<file path="src/rtl/riscv_mem_pkg.sv">
// Shared definitions for the data-memory path: funct3 codes, LSU state encoding
// and small decode helpers.
package riscv_mem_pkg;

  localparam logic [2:0] F3_B  = 3'b000;
  localparam logic [2:0] F3_H  = 3'b001;
  localparam logic [2:0] F3_W  = 3'b010;
  localparam logic [2:0] F3_BU = 3'b100;
  localparam logic [2:0] F3_HU = 3'b101;

  // RDWAIT covers the synchronous RAM latency of the last word read.
  typedef enum logic [2:0] {
    IDLE   = 3'd0,
    ACC0   = 3'd1,
    ACC1   = 3'd2,
    RESP   = 3'd3,
    RDWAIT = 3'd4
  } lsu_state_t;

  function automatic logic [2:0] f3_size(input logic [2:0] f3);
    case (f3[1:0])
      2'b00:   return 3'd1;
      2'b01:   return 3'd2;
      default: return 3'd4;
    endcase
  endfunction

  function automatic logic f3_legal(input logic we, input logic [2:0] f3);
    case (f3)
      F3_B, F3_H, F3_W: return 1'b1;
      F3_BU, F3_HU:     return !we;
      default:          return 1'b0;
    endcase
  endfunction

endpackage

</file>
<file path="src/rtl/riscv_lsu_align.sv">
// Byte-lane steering: store mask/data shift into a 64-bit two-word window and
// load shift plus sign/zero extension out of it.
module riscv_lsu_align
  import riscv_mem_pkg::*;
(
  input  logic [2:0]  i_funct3,
  input  logic [1:0]  i_off,
  input  logic [31:0] i_wdata,
  input  logic [63:0] i_rword,
  output logic [7:0]  o_mask,
  output logic [63:0] o_wdata,
  output logic [31:0] o_rdata
);

  logic [5:0]  w_shamt;
  logic [7:0]  w_size_mask;
  logic [63:0] w_shifted;

  always_comb begin
    w_shamt = {1'b0, i_off, 3'b000};
    case (i_funct3[1:0])
      2'b00:   w_size_mask = 8'h01;
      2'b01:   w_size_mask = 8'h03;
      default: w_size_mask = 8'h0F;
    endcase
    o_mask    = w_size_mask << i_off;
    o_wdata   = {32'h0, i_wdata} << w_shamt;
    w_shifted = i_rword >> w_shamt;
    case (i_funct3)
      F3_B:    o_rdata = {{24{w_shifted[7]}}, w_shifted[7:0]};
      F3_H:    o_rdata = {{16{w_shifted[15]}}, w_shifted[15:0]};
      F3_BU:   o_rdata = {24'h0, w_shifted[7:0]};
      F3_HU:   o_rdata = {16'h0, w_shifted[15:0]};
      default: o_rdata = w_shifted[31:0];
    endcase
  end

endmodule

</file>
<file path="src/rtl/riscv_lsu.sv">
// Load/store unit: one request at a time, misaligned accesses split into two
// word accesses, registered response for write-back.
module riscv_lsu
  import riscv_mem_pkg::*;
#(
  parameter bit ALLOW_MISALIGNED = 1'b1,
  parameter int MEM_AW           = 30
) (
  input  logic              Clock,
  input  logic              Reset,
  input  logic              req_valid,
  output logic              req_ready,
  input  logic              req_we,
  input  logic [2:0]        req_funct3,
  input  logic [31:0]       req_addr,
  input  logic [31:0]       req_wdata,
  output logic              rsp_valid,
  output logic [31:0]       rsp_rdata,
  output logic              rsp_err,
  output logic [MEM_AW-1:0] mem_addr,
  output logic              mem_we,
  output logic [3:0]        mem_be,
  output logic [31:0]       mem_wdata,
  input  logic [31:0]       mem_rdata
);

  lsu_state_t        r_state, w_state_next;
  logic              r_we, r_split;
  logic [2:0]        r_f3;
  logic [1:0]        r_off;
  logic [3:0]        r_mask_hi;
  logic [31:0]       r_wdata_hi, r_lo;
  logic [MEM_AW-1:0] r_mem_addr;
  logic              r_mem_we;
  logic [3:0]        r_mem_be;
  logic [31:0]       r_mem_wdata;
  logic              r_rsp_valid, r_rsp_err;
  logic [31:0]       r_rsp_rdata;

  logic              w_idle, w_split, w_err;
  logic [2:0]        w_size, w_f3;
  logic [1:0]        w_off;
  logic [3:0]        w_end;
  logic [7:0]        w_mask;
  logic [63:0]       w_wdata64, w_rword;
  logic [31:0]       w_load;

  // While idle the aligner decodes the incoming request; afterwards the latched one.
  assign w_idle  = (r_state == IDLE);
  assign w_f3    = w_idle ? req_funct3 : r_f3;
  assign w_off   = w_idle ? req_addr[1:0] : r_off;
  assign w_size  = f3_size(req_funct3);
  assign w_end   = {2'b00, req_addr[1:0]} + {1'b0, w_size};
  assign w_split = (w_end > 4'd4);
  assign w_err   = !f3_legal(req_we, req_funct3) || (w_split && !ALLOW_MISALIGNED);
  assign w_rword = r_split ? {mem_rdata, r_lo} : {32'h0, mem_rdata};

  riscv_lsu_align u_align (
    .i_funct3 (w_f3),
    .i_off    (w_off),
    .i_wdata  (req_wdata),
    .i_rword  (w_rword),
    .o_mask   (w_mask),
    .o_wdata  (w_wdata64),
    .o_rdata  (w_load)
  );

  always_comb begin
    w_state_next = r_state;
    case (r_state)
      IDLE:    if (req_valid) w_state_next = w_err ? RESP : ACC0;
      ACC0:    w_state_next = r_split ? ACC1 : RDWAIT;
      ACC1:    w_state_next = RDWAIT;
      RDWAIT:  w_state_next = RESP;
      RESP:    w_state_next = IDLE;
      default: w_state_next = IDLE;
    endcase
  end

  always_ff @(posedge Clock or posedge Reset) begin
    if (Reset) begin
      r_state     <= IDLE;
      r_we        <= 1'b0;
      r_split     <= 1'b0;
      r_f3        <= 3'b000;
      r_off       <= 2'b00;
      r_mask_hi   <= 4'h0;
      r_wdata_hi  <= 32'h0;
      r_lo        <= 32'h0;
      r_mem_addr  <= '0;
      r_mem_we    <= 1'b0;
      r_mem_be    <= 4'h0;
      r_mem_wdata <= 32'h0;
      r_rsp_valid <= 1'b0;
      r_rsp_err   <= 1'b0;
      r_rsp_rdata <= 32'h0;
    end else begin
      r_state     <= w_state_next;
      r_rsp_valid <= (w_state_next == RESP);
      if (w_idle && req_valid) begin
        r_we       <= req_we;
        r_f3       <= req_funct3;
        r_off      <= req_addr[1:0];
        r_split    <= w_split;
        r_mask_hi  <= w_mask[7:4];
        r_wdata_hi <= w_wdata64[63:32];
      end
      case (r_state)
        IDLE: if (req_valid && !w_err) begin
          r_mem_addr  <= MEM_AW'(req_addr[31:2]);
          r_mem_we    <= req_we;
          r_mem_be    <= w_mask[3:0];
          r_mem_wdata <= w_wdata64[31:0];
        end
        ACC0: if (r_split) begin
          r_mem_addr  <= r_mem_addr + MEM_AW'(1);
          r_mem_be    <= r_mask_hi;
          r_mem_wdata <= r_wdata_hi;
        end else begin
          r_mem_we <= 1'b0;
          r_mem_be <= 4'h0;
        end
        ACC1: begin
          r_lo     <= mem_rdata;
          r_mem_we <= 1'b0;
          r_mem_be <= 4'h0;
        end
        default: ;
      endcase
      // Only IDLE (error path) and RDWAIT can lead into RESP.
      if (w_state_next == RESP) begin
        r_rsp_err   <= w_idle;
        r_rsp_rdata <= (w_idle || r_we) ? 32'h0 : w_load;
      end else begin
        r_rsp_err <= 1'b0;
      end
    end
  end

  assign req_ready = w_idle;
  assign rsp_valid = r_rsp_valid;
  assign rsp_err   = r_rsp_err;
  assign rsp_rdata = r_rsp_rdata;
  assign mem_addr  = r_mem_addr;
  assign mem_we    = r_mem_we;
  assign mem_be    = r_mem_be;
  assign mem_wdata = r_mem_wdata;

endmodule

</file>
<file path="config.mk">
export PLATFORM = sky130hd
export DESIGN_NAME = riscv_lsu
export DESIGN_NICKNAME = d
export VERILOG_FILES = /design/src/rtl/riscv_mem_pkg.sv /design/src/rtl/riscv_lsu_align.sv /design/src/rtl/riscv_lsu.sv
export SDC_FILE = /design/constraint.sdc
export NUM_CORES = 1
export LEC_CHECK = 0
export BUFFER_PORTS_ARGS = -buffer_cell sky130_fd_sc_hd__buf_2
export CORE_AREA = 2 2 168 170
export DETAILED_ROUTE_END_ITERATION = 6
export DIE_AREA = 0 0 170 172
export HOLD_SLACK_MARGIN = 0.1
export PLACE_DENSITY = 0.66
export RECOVER_POWER = 50
export REMOVE_ABC_BUFFERS = 1
export SLEW_MARGIN = 20
export SYNTH_ARGS = -nofsm -noshare
export SYNTH_HDL_FRONTEND = slang
export SYNTH_SLANG_ARGS = --single-unit
</file>
<file path="constraint.sdc">
create_clock -name Clock -period 7.3 [get_ports Clock]
set_input_delay 0.73 -clock Clock [delete_from_list [all_inputs] [get_ports Clock]]
set_output_delay 0.73 -clock Clock [all_outputs]
set_load 0.02 [all_outputs]
</file>
==> results of run 1 <==
[cell families after synthesis]
logic type / Yosys count
flops: 170
compound gates: 308
mux: 110
fa+ha+maj: 4
simple gates: 285
buf+inv: 83
[worst max-delay path by stage]
stage | from | to | cells past startpoint
detailed placement | req_addr[0] | r_wdata_hi[4]$_DFFE_PP0P_ | 7
finish | r_state[0]$_DFF_PP0_ | r_wdata_hi[4]$_DFFE_PP0P_ | 6
global placement | req_addr[0] | rsp_rdata[20]$_DFFE_PP0N_ | 7
CTS | r_state[0]$_DFF_PP0_ | r_wdata_hi[4]$_DFFE_PP0P_ | 6
floorplan | Reset | mem_addr[0]$_DFFE_PP0P_ | 1
global route | r_state[0]$_DFF_PP0_ | r_wdata_hi[2]$_DFFE_PP0P_ | 6
[state kept, by name, summed over array words and instances, names as in the netlist]
signal and flops:
r_we 1, r_mask_hi 3, mem_we 1, rsp_err 1, r_wdata_hi 24, rsp_rdata 32
r_lo 32, rsp_valid 1, mem_be 4, r_state 3, mem_addr 30, mem_wdata 32
r_split 1, r_f3 3, r_off 2
[power by group through the flow]
stage / Clock, W / Combinational (W) / Sequential (W)
6_report: 0.000906 / 0.00297 / 0.00173
5_1_grt: 0.000965 / 0.00326 / 0.00178
4_1_cts: 0.000926 / 0.00302 / 0.00172
3_5_place_dp: 0 / 0.00301 / 0.00173
3_3_place_gp: 0 / 0.00296 / 0.00172
2_1_floorplan: 0 / 0.00183 / 0.00196
[metal layers]
metal	routed length, µm	GRT usage
met2	13500	0.318
met3	2380	0.0458
met5	13	0
met1	12800	0.273
met4	420	0.0561
[cell usage after synthesis (all sizes together), types with 3 or more instances]
cell,instances,share of area
a21o,3,0.0024
a21oi,66,0.035
a221o,9,0.0095
a221oi,14,0.013
a222oi,7,0.0074
a22o,9,0.0084
a22oi,9,0.0072
a2bb2oi,7,0.0065
a311oi,7,0.011
a31oi,6,0.0040
a32o,24,0.025
a32oi,6,0.0056
and2,4,0.0027
and3,5,0.0033
and4,3,0.0028
buf,31,0.019
clkbuf,42,0.017
dfrtp,170,0.45
ha,3,0.0040
inv,10,0.0040
mux2,38,0.046
mux2i,72,0.080
nand2,126,0.051
nand2b,17,0.011
nand3,24,0.013
nor2,64,0.027
nor3,13,0.0092
nor3b,11,0.0093
nor4b,3,0.0050
o211ai,23,0.018
o21a,4,0.0032
o21ai,80,0.044
o221ai,8,0.0074
o22ai,11,0.0073
o31a,4,0.0037
or3,8,0.0053
[worst max-delay path: stages, from the launching register on]
cell and delay [ns]:
dfrtp_1 0.63, nor4b_4 1.00, nor2_4 0.27, buf_4 0.38, nor2_1 0.53, a22oi_1 0.19
o21ai_1 0.15
[final cells by class]
cell class / instances / share of cell area
multi-input cells: 707 / 0.432
flip-flops and latches: 170 / 0.380
repair buffers: 218 / 0.0929
well taps: 346 / 0.0387
clock buffers: 17 / 0.0380
clock inverters: 15 / 0.0140
inverters: 10 / 0.00347
diodes: 2 / 0.000447
[metrics by stage]
stage	worst slack [ns]	area [µm²]	hold WS [ns]	power, W
final	4.07	11200	0.481	0.00560
after global routing	3.83	11200	0.512	0.00600
after CTS	4.07	11300	0.332	0.00566
after detailed placement	4.03	10700	0.467	0.00474
after global placement	4.13	10700	0.458	0.00468
after floorplan	1.97	9090	0.449	0.00379
==> results.sh, run 1 <==
export IMPL_drc=0
export IMPL_grt_pass1_vias=8266
export IMPL_ys_seq_elements=170
export IMPL_drive_gt1_frac=0.223
export IMPL_slew_viol_final=48
export IMPL_viasPerCell=5.76
export IMPL_muxShareOfSynthArea=0.126
export IMPL_drt_pass1_iterations=6
export IMPL_root_buffer="clkbuf_16"
export IMPL_max_cap_viol_count=1
export IMPL_finalNonFillerCells=1485
export IMPL_antenna_found_initial=3
export IMPL_yosys_area_share_adder=0.00610
export IMPL_place_inst=1451
export IMPL_p_int_w=0.00291
export IMPL_routed_wl_um=29100
export IMPL_arrival_ns=3.58
export IMPL_final_cell_mix="dfrtp_1, buf_2, nand2_1"
export IMPL_reg2reg_depth=6
export IMPL_synth_edf_count=0
export IMPL_area_delta_synth_final_pct=18.6
export IMPL_ir_drop_uv=287
export IMPL_power_density_nw_per_um2=501
export IMPL_synth_ff_type="dfrtp_1"
export IMPL_synthesis_area_um2=9440
export IMPL_async_reset_ff_frac=1.00
export IMPL_die_area_um2=29200
export IMPL_numCtsBuffers=17
export IMPL_finalCritPeriodShare=0.442
export IMPL_final_core_util=0.407
export IMPL_rows=61
export IMPL_whs_path_depth=2
export IMPL_clkTransAtPathRegs_ns=0.07
export IMPL_finalCriticalPeriod_ns=3.23
export IMPL_dp_hpwl_um=19200
export IMPL_hold_end="mem_wdata[8]$_DFFE_PP0P_"
export IMPL_r2r_start="r_state[0]$_DFF_PP0_"
export IMPL_start_util=0.343
export IMPL_seqPwrFrac=0.309
export IMPL_wl_per_cell_um=19.6
export IMPL_rsz0062_at_grt="no"
export IMPL_setup_viol=0
export IMPL_worstPathMaxFanout=30
export IMPL_io_pins=205
export IMPL_multiInputGateArea_um2=4830
export IMPL_port_buffers=204
export IMPL_seq_area_um2=4260
export IMPL_grt_pass1_wl_um=45800
export IMPL_grt_start_max_net_pins=75
export IMPL_clock_path_buffers=2
export IMPL_synth_compound_area_frac=0.231
export IMPL_relSlewSlack=-0.493
export IMPL_cts_tree="yes"
export IMPL_r2r_slack_ns=4.07
export IMPL_yosysWarningCount=0
export IMPL_coreArea_um2=27500
export IMPL_layout_commonest_cell="dfrtp_1"
export IMPL_crit_type="reg -> reg"
export IMPL_die_h_um=172
export IMPL_tightest_slew_ns=2.23
export IMPL_p_leak_nw=4.82
export IMPL_p_comb_frac=0.530
export IMPL_synth_xor_area_frac=0
export IMPL_violations="max-capacitance violations, max-slew violations"
export IMPL_avgSynthCellArea_um2=9.83
export IMPL_hold_viol=0
export IMPL_die_x_um=170
export IMPL_synth_cells=960
export IMPL_cp_required_ns=7.65
export IMPL_cts_sinks=170
export IMPL_clk_latency_ns=0.43
export IMPL_fillers=2733
export IMPL_layout_nets=1231
export IMPL_synth_top_family_by_area="compound AO/OA/AOI/OAI gates"
export IMPL_finalSetupTns_ns=0
export IMPL_track_usage=0.200
export IMPL_clockPowerShare=0.162
export IMPL_max_freq_ghz=0.310
export IMPL_post_cts_buffers=0
export IMPL_holdBufCountCts=0
export IMPL_timing_rr_end="r_wdata_hi[4]$_DFFE_PP0P_"
export IMPL_hold_path_class="reg -> reg"
export IMPL_dr_total_vias=8552
export IMPL_swShare=0.481
export IMPL_p_switching_w=0.00270
export IMPL_status="finished with violations"
export IMPL_critPathLaunchType="flop"
export IMPL_overflow=0
export IMPL_gp_congestion=0.794
export IMPL_first_iter_violations=916
export IMPL_critPathCaptureType="flop"
export IMPL_finalClockSkew_ns=0.0171
export IMPL_hp_start="mem_wdata[8]$_DFFE_PP0P_"
export IMPL_synthSimpleGateAreaFrac=0.146
export IMPL_cts_resized=0
export IMPL_yosysSeqAreaShare=0.451
export IMPL_ant_nets=0
export IMPL_htree_num_levels=4
export IMPL_ys_types=69
(Power assumes the default switching activity.)
==> run 2: changes to the inputs <==
- clock period: 7.3 -> 3 ns (I/O delays scaled with it)
==> results.sh, run 2 (same netlist as run 1, synthesis figures left out) <==
export IMPL_status="finished with violations"
export IMPL_violations="max-capacitance violations, max-slew violations"
export IMPL_max_freq_ghz=0.387
export IMPL_die_x_um=170
export IMPL_grt_use_met1=0.267
export IMPL_layout_commonest_cell="dfrtp_1"
export IMPL_viasPerCell=5.68
export IMPL_die_h_um=172
export IMPL_clk_latency_ns=0.44
export IMPL_antenna_found_initial=4
export IMPL_dp_hpwl_um=20200
export IMPL_pre_cts_ws_ns=0.445
export IMPL_use_met2=0.323
export IMPL_rows=61
export IMPL_cts_resized=0
export IMPL_grt_pass1_wl_um=45200
export IMPL_track_usage=0.198
export IMPL_tightest_slew_ns=1.56
export IMPL_critPathLaunchType="flop"
export IMPL_final_core_util=0.416
export IMPL_wl_per_cell_um=19.2
export IMPL_power_density_nw_per_um2=1220
export IMPL_hold_viol=0
export IMPL_p_total_w=0.0139
export IMPL_final_cell_mix="dfrtp_1, nand2_1, buf_2"
export IMPL_coreArea_um2=27500
export IMPL_final_setup_worst_slack_ns=0.419
export IMPL_relSlewSlack=-0.0417
export IMPL_cts_tree="yes"
export IMPL_overflow=0
export IMPL_htree_num_levels=4
export IMPL_drt_pass1_iterations=5
export IMPL_port_buffers=204
export IMPL_die_area_um2=29200
export IMPL_finalNonFillerCells=1511
export IMPL_cp_required_ns=3.30
export IMPL_ir_drop_uv=525
export IMPL_finalCriticalPeriod_ns=2.58
export IMPL_setup_viol=0
export IMPL_max_cap_viol_count=1
export IMPL_grt_pass1_vias=8176
export IMPL_post_cts_buffers=0
export IMPL_hold_path_class="in -> reg"
export IMPL_layout_nets=1256
export IMPL_finalCritPeriodShare=0.860
export IMPL_area_delta_synth_final_pct=21.2
export IMPL_root_buffer="clkbuf_16"
export IMPL_clock_path_buffers=2
export IMPL_p_leak_nw=4.92
export IMPL_rsz0062_at_grt="no"
export IMPL_slew_viol_final=68
export IMPL_grt_start_max_net_pins=68
export IMPL_drc=0
export IMPL_start_util=0.343
export IMPL_first_iter_violations=654
export IMPL_finalClockSkew_ns=0.0226
export IMPL_clkTransAtPathRegs_ns=0.08
export IMPL_ant_nets=0
export IMPL_arrival_ns=2.89
export IMPL_holdWs_ns=0.114
export IMPL_busiest_layer="met2"
export IMPL_numCtsBuffers=17
export IMPL_dr_total_vias=8590
export IMPL_use_met3=0.0451
export IMPL_drive_gt1_frac=0.224
export IMPL_cts_sinks=170
export IMPL_place_inst=1473
export IMPL_critPathCaptureType="flop"
export IMPL_io_pins=205
export IMPL_crit_type="reg -> reg"
export IMPL_gp_congestion=0.838
export IMPL_routed_wl_um=29100
export IMPL_worstPathMaxFanout=25
[run 2: metrics by stage]
stage | TNS [ns] | cell area (µm²)
4_1_cts | 0 | 11600
2_1_floorplan | -363.27 | 9090
5_1_grt | 0 | 11400
6_report | 0 | 11400
3_3_place_gp | 0 | 10900
3_5_place_dp | 0 | 10900
[run 2: path summary, 6_finish.rpt]
check | start | end | slack, ns | cells past startpoint
worst max-delay path | r_state[0]$_DFF_PP0_ | mem_wdata[18]$_DFFE_PP0P_ | 0.42 | 6
worst min-delay path | mem_rdata[29] | r_lo[29]$_DFFE_PP0N_ | 0.11 | 2
worst max register to register | r_state[0]$_DFF_PP0_ | mem_wdata[18]$_DFFE_PP0P_ | 0.42 | 6
worst min register to register | mem_be[3]$_DFFE_PP0P_ | mem_be[3]$_DFFE_PP0P_ | 0.48 | 2
max in group asynchronous | Reset | mem_wdata[27]$_DFFE_PP0P_ | 0.63 | 4
min in group asynchronous | Reset | mem_addr[8]$_DFFE_PP0P_ | 0.46 | 3
[run 2: repair_timing]
action / in CTS / in global routing
hold buffers: 3 / 0
endpoints found under the hold margin: 49 / 0
endpoints found under the setup margin: 0 / 0
[run 2: layer usage]
layer | up-vias | wire [µm]
met5 | - | 13
met3 | 41 | 2120
met4 | 2 | 503
met2 | 362 | 13500
li1 | 3976 | -
met1 | 4209 | 12900
[run 2: worst max-delay path: stages, from the launching register on]
cell	delay [ns]
dfrtp_1	0.43
or4b_4	0.58
nand2_4	0.32
buf_4	0.39
nor2_2	0.18
a221oi_1	0.36
o21ai_0	0.16
[run 2: power by group]
group / total [W] / internal, W / switching, W
Sequential: 0.00415 / 0.00331 / 0.000838
Clock: 0.00225 / 0.00113 / 0.00112
Combinational: 0.00755 / 0.00285 / 0.00470
[run 2: layout make-up]
class	instances	area, µm²
Inverter	10	42.5
Timing Repair Buffer	243	1260
Fill cell	2804	16000
Clock inverter	15	179
Tap cell	346	433
Antenna cell	3	7.51
Multi-Input combinational cell	707	4830
Sequential cell	170	4260
Clock buffer	17	425
==> run 3: changes to the inputs <==
- ABC_AREA: default -> 1
- CORE_AREA: 2 2 168 170 -> 2 2 174 176
- DIE_AREA: 0 0 170 172 -> 0 0 176 178
- PLACE_DENSITY: 0.66 -> 0.65
==> results.sh, run 3 <==
export IMPL_status="finished with violations"
export IMPL_violations="max-capacitance violations, max-slew violations"
export IMPL_port_buffers=204
export IMPL_pre_cts_ws_ns=0.638
export IMPL_arrival_ns=2.72
export IMPL_drive_gt1_frac=0.122
export IMPL_synthTopCellsByCount="nand2_1, o21ai_0, dfrtp_1"
export IMPL_worstPathMaxFanout=28
export IMPL_root_buffer="clkbuf_16"
export IMPL_grt_pass1_wl_um=51900
export IMPL_synth_top_cell_area_share=0.419
export IMPL_gp_congestion=0.897
export IMPL_max_cap_viol_count=1
export IMPL_wl_per_cell_um=15.9
export IMPL_max_freq_ghz=0.419
export IMPL_grt_pass1_vias=9812
export IMPL_ir_drop_uv=732
export IMPL_area_delta_synth_final_pct=18.2
export IMPL_yosysTopAreaCell="dfrtp_1"
export IMPL_yosysSeqAreaShare=0.419
export IMPL_dr_total_vias=10300
export IMPL_final_setup_worst_slack_ns=0.611
export IMPL_drt_pass1_iterations=6
export IMPL_clk_latency_ns=0.43
export IMPL_clkTransAtPathRegs_ns=0.07
export IMPL_ant_nets=0
export IMPL_path_delay_family="simple AND/OR/NAND/NOR gates"
export IMPL_seq_area_um2=4260
export IMPL_layout_commonest_cell="nand2_1"
export IMPL_crit_type="reg -> reg"
export IMPL_critPathCaptureType="flop"
export IMPL_htree_num_levels=4
export IMPL_numCtsBuffers=17
export IMPL_avgSynthCellArea_um2=6.85
export IMPL_viasPerCell=5.05
export IMPL_synth_most_common_cell="nand2_1"
export IMPL_antenna_found_initial=2
export IMPL_tightest_slew_ns=1.90
export IMPL_coreArea_um2=29400
export IMPL_cts_tree="yes"
export IMPL_cts_resized=0
export IMPL_crit_buf_inv=2
export IMPL_synth_cells=1483
export IMPL_overflow=0
export IMPL_drc=0
export IMPL_finalCriticalPeriod_ns=2.39
export IMPL_p_leak_nw=6.12
export IMPL_finalSetupTns_ns=0
export IMPL_track_usage=0.210
export IMPL_finalNonFillerCells=2051
export IMPL_io_pins=205
export IMPL_ys_seq_elements=170
export IMPL_multiInputGateArea_um2=4930
export IMPL_clock_path_buffers=2
export IMPL_synth_area_leaders="dfrtp_1, nand2_1, o21ai_0"
export IMPL_relSlewSlack=-0.267
export IMPL_cp_cell_sequence="nor2_4 > nand2_4 > nor2_8 > inv_2 > nor2_2 > inv_1 > o21ai_0"
export IMPL_critPathLaunchType="flop"
export IMPL_async_reset_ff_frac=1.00
export IMPL_grt_start_max_net_pins=80
export IMPL_cp_required_ns=3.33
export IMPL_slew_viol_final=46
export IMPL_finalCritPeriodShare=0.796
export IMPL_hold_path_class="in -> reg"
export IMPL_first_iter_violations=787
export IMPL_finalClockSkew_ns=0.0107
export IMPL_die_area_um2=31300
export IMPL_hold_viol=0
export IMPL_synth_edf_count=0
export IMPL_slowest_delay_ns=0.42
export IMPL_rows=63
export IMPL_layout_nets=1755
export IMPL_die_h_um=178
export IMPL_die_x_um=176
export IMPL_dp_hpwl_um=22800
export IMPL_synthesis_area_um2=10200
export IMPL_cts_sinks=170
export IMPL_synth_ff_type="dfrtp_1"
export IMPL_start_util=0.345
export IMPL_r2r_slack_ns=0.61
export IMPL_routed_wl_um=32600
export IMPL_final_cell_mix="nand2_1, o21ai_0, dfrtp_1"
export IMPL_p_total_w=0.0149
export IMPL_rsz0062_at_grt="no"
export IMPL_yosysWarningCount=0
export IMPL_critPathSlowestCell="dfrtp_1"
export IMPL_setup_viol=0
export IMPL_place_inst=2018
export IMPL_ys_types=48
export IMPL_power_density_nw_per_um2=1250
export IMPL_fillers=3165
-- run 3: worst register-to-register path, stage by stage, from the launching register on --
cell     delay (ns)
dfrtp_1        0.42
nor2_4         0.24
nand2_4        0.20
nor2_8         0.36
inv_2          0.32
nor2_2         0.26
inv_1          0.25
o21ai_0        0.25
-- run 3: layout make-up --
type	count	share of cell area
Multi-Input combinational cell	1077	0.411
Sequential cell	170	0.355
Timing Repair Buffer	229	0.0954
Inverter	153	0.0479
Tap cell	390	0.0407
Clock buffer	20	0.0381
Clock inverter	11	0.0122
Antenna cell	1	0.000209
-- run 3: cells by family (layout without fill, tap and decap cells) --
family / Yosys count / in the layout / share of synthesized area
adders and majority gates: 4 / 4 / 0.00567
buffers and inverters: 236 / 413 / 0.0967
other: 0 / 1 / 0
and+or+nand+nor: 786 / 786 / 0.322
xor gates and xnor gates: 4 / 4 / 0.00345
AOI/OAI and AO/OA: 283 / 283 / 0.153
DFF: 170 / 170 / 0.419
-- run 3: repair_timing --
action,in CTS,in global routing
hold buffers,1,0
buffers inserted,0,0
endpoints found under the hold margin,43,0
-- run 3: worst paths after layout --
check / from / end / depth (start not counted)
hold / removal: req_addr[17] / mem_addr[15]$_DFFE_PP0P_ / 3
hold reg to reg: rsp_rdata[6]$_DFFE_PP0N_ / rsp_rdata[6]$_DFFE_PP0N_ / 2
setup / recovery: r_state[0]$_DFF_PP0_ / r_wdata_hi[13]$_DFFE_PP0P_ / 7
setup reg to reg: r_state[0]$_DFF_PP0_ / r_wdata_hi[13]$_DFFE_PP0P_ / 7
max in group asynchronous: Reset / r_split$_DFFE_PP0P_ / 4
min in group asynchronous: Reset / mem_addr[20]$_DFFE_PP0P_ / 3
-- run 3: power breakdown --
group	internal [W]	leakage, nW	switching [W]
Sequential	0.00336	2.13	0.000768
Clock	0.00135	0.280	0.000935
Combinational	0.00254	3.71	0.00599
-- run 3: routing by layer --
layer | global-route usage | wire (µm) | part of all wire
met2 | 0.360 | 15600 | 0.48
met5 | 0 | 17 | 0.00052
met1 | 0.266 | 13800 | 0.42
met4 | 0.0702 | 769 | 0.024
met3 | 0.0411 | 2510 | 0.077
-- run 3: stage by stage --
step / util / area (µm²) / hold WS (ns)
6_report: 0.408 / 12000 / 0.148
5_1_grt: 0.408 / 12000 / 0.133
4_1_cts: 0.412 / 12100 / 0.134
3_5_place_dp: 0.391 / 11500 / 0.366
3_3_place_gp: 0.391 / 11500 / 0.360
2_1_floorplan: - / 9750 / 0.417
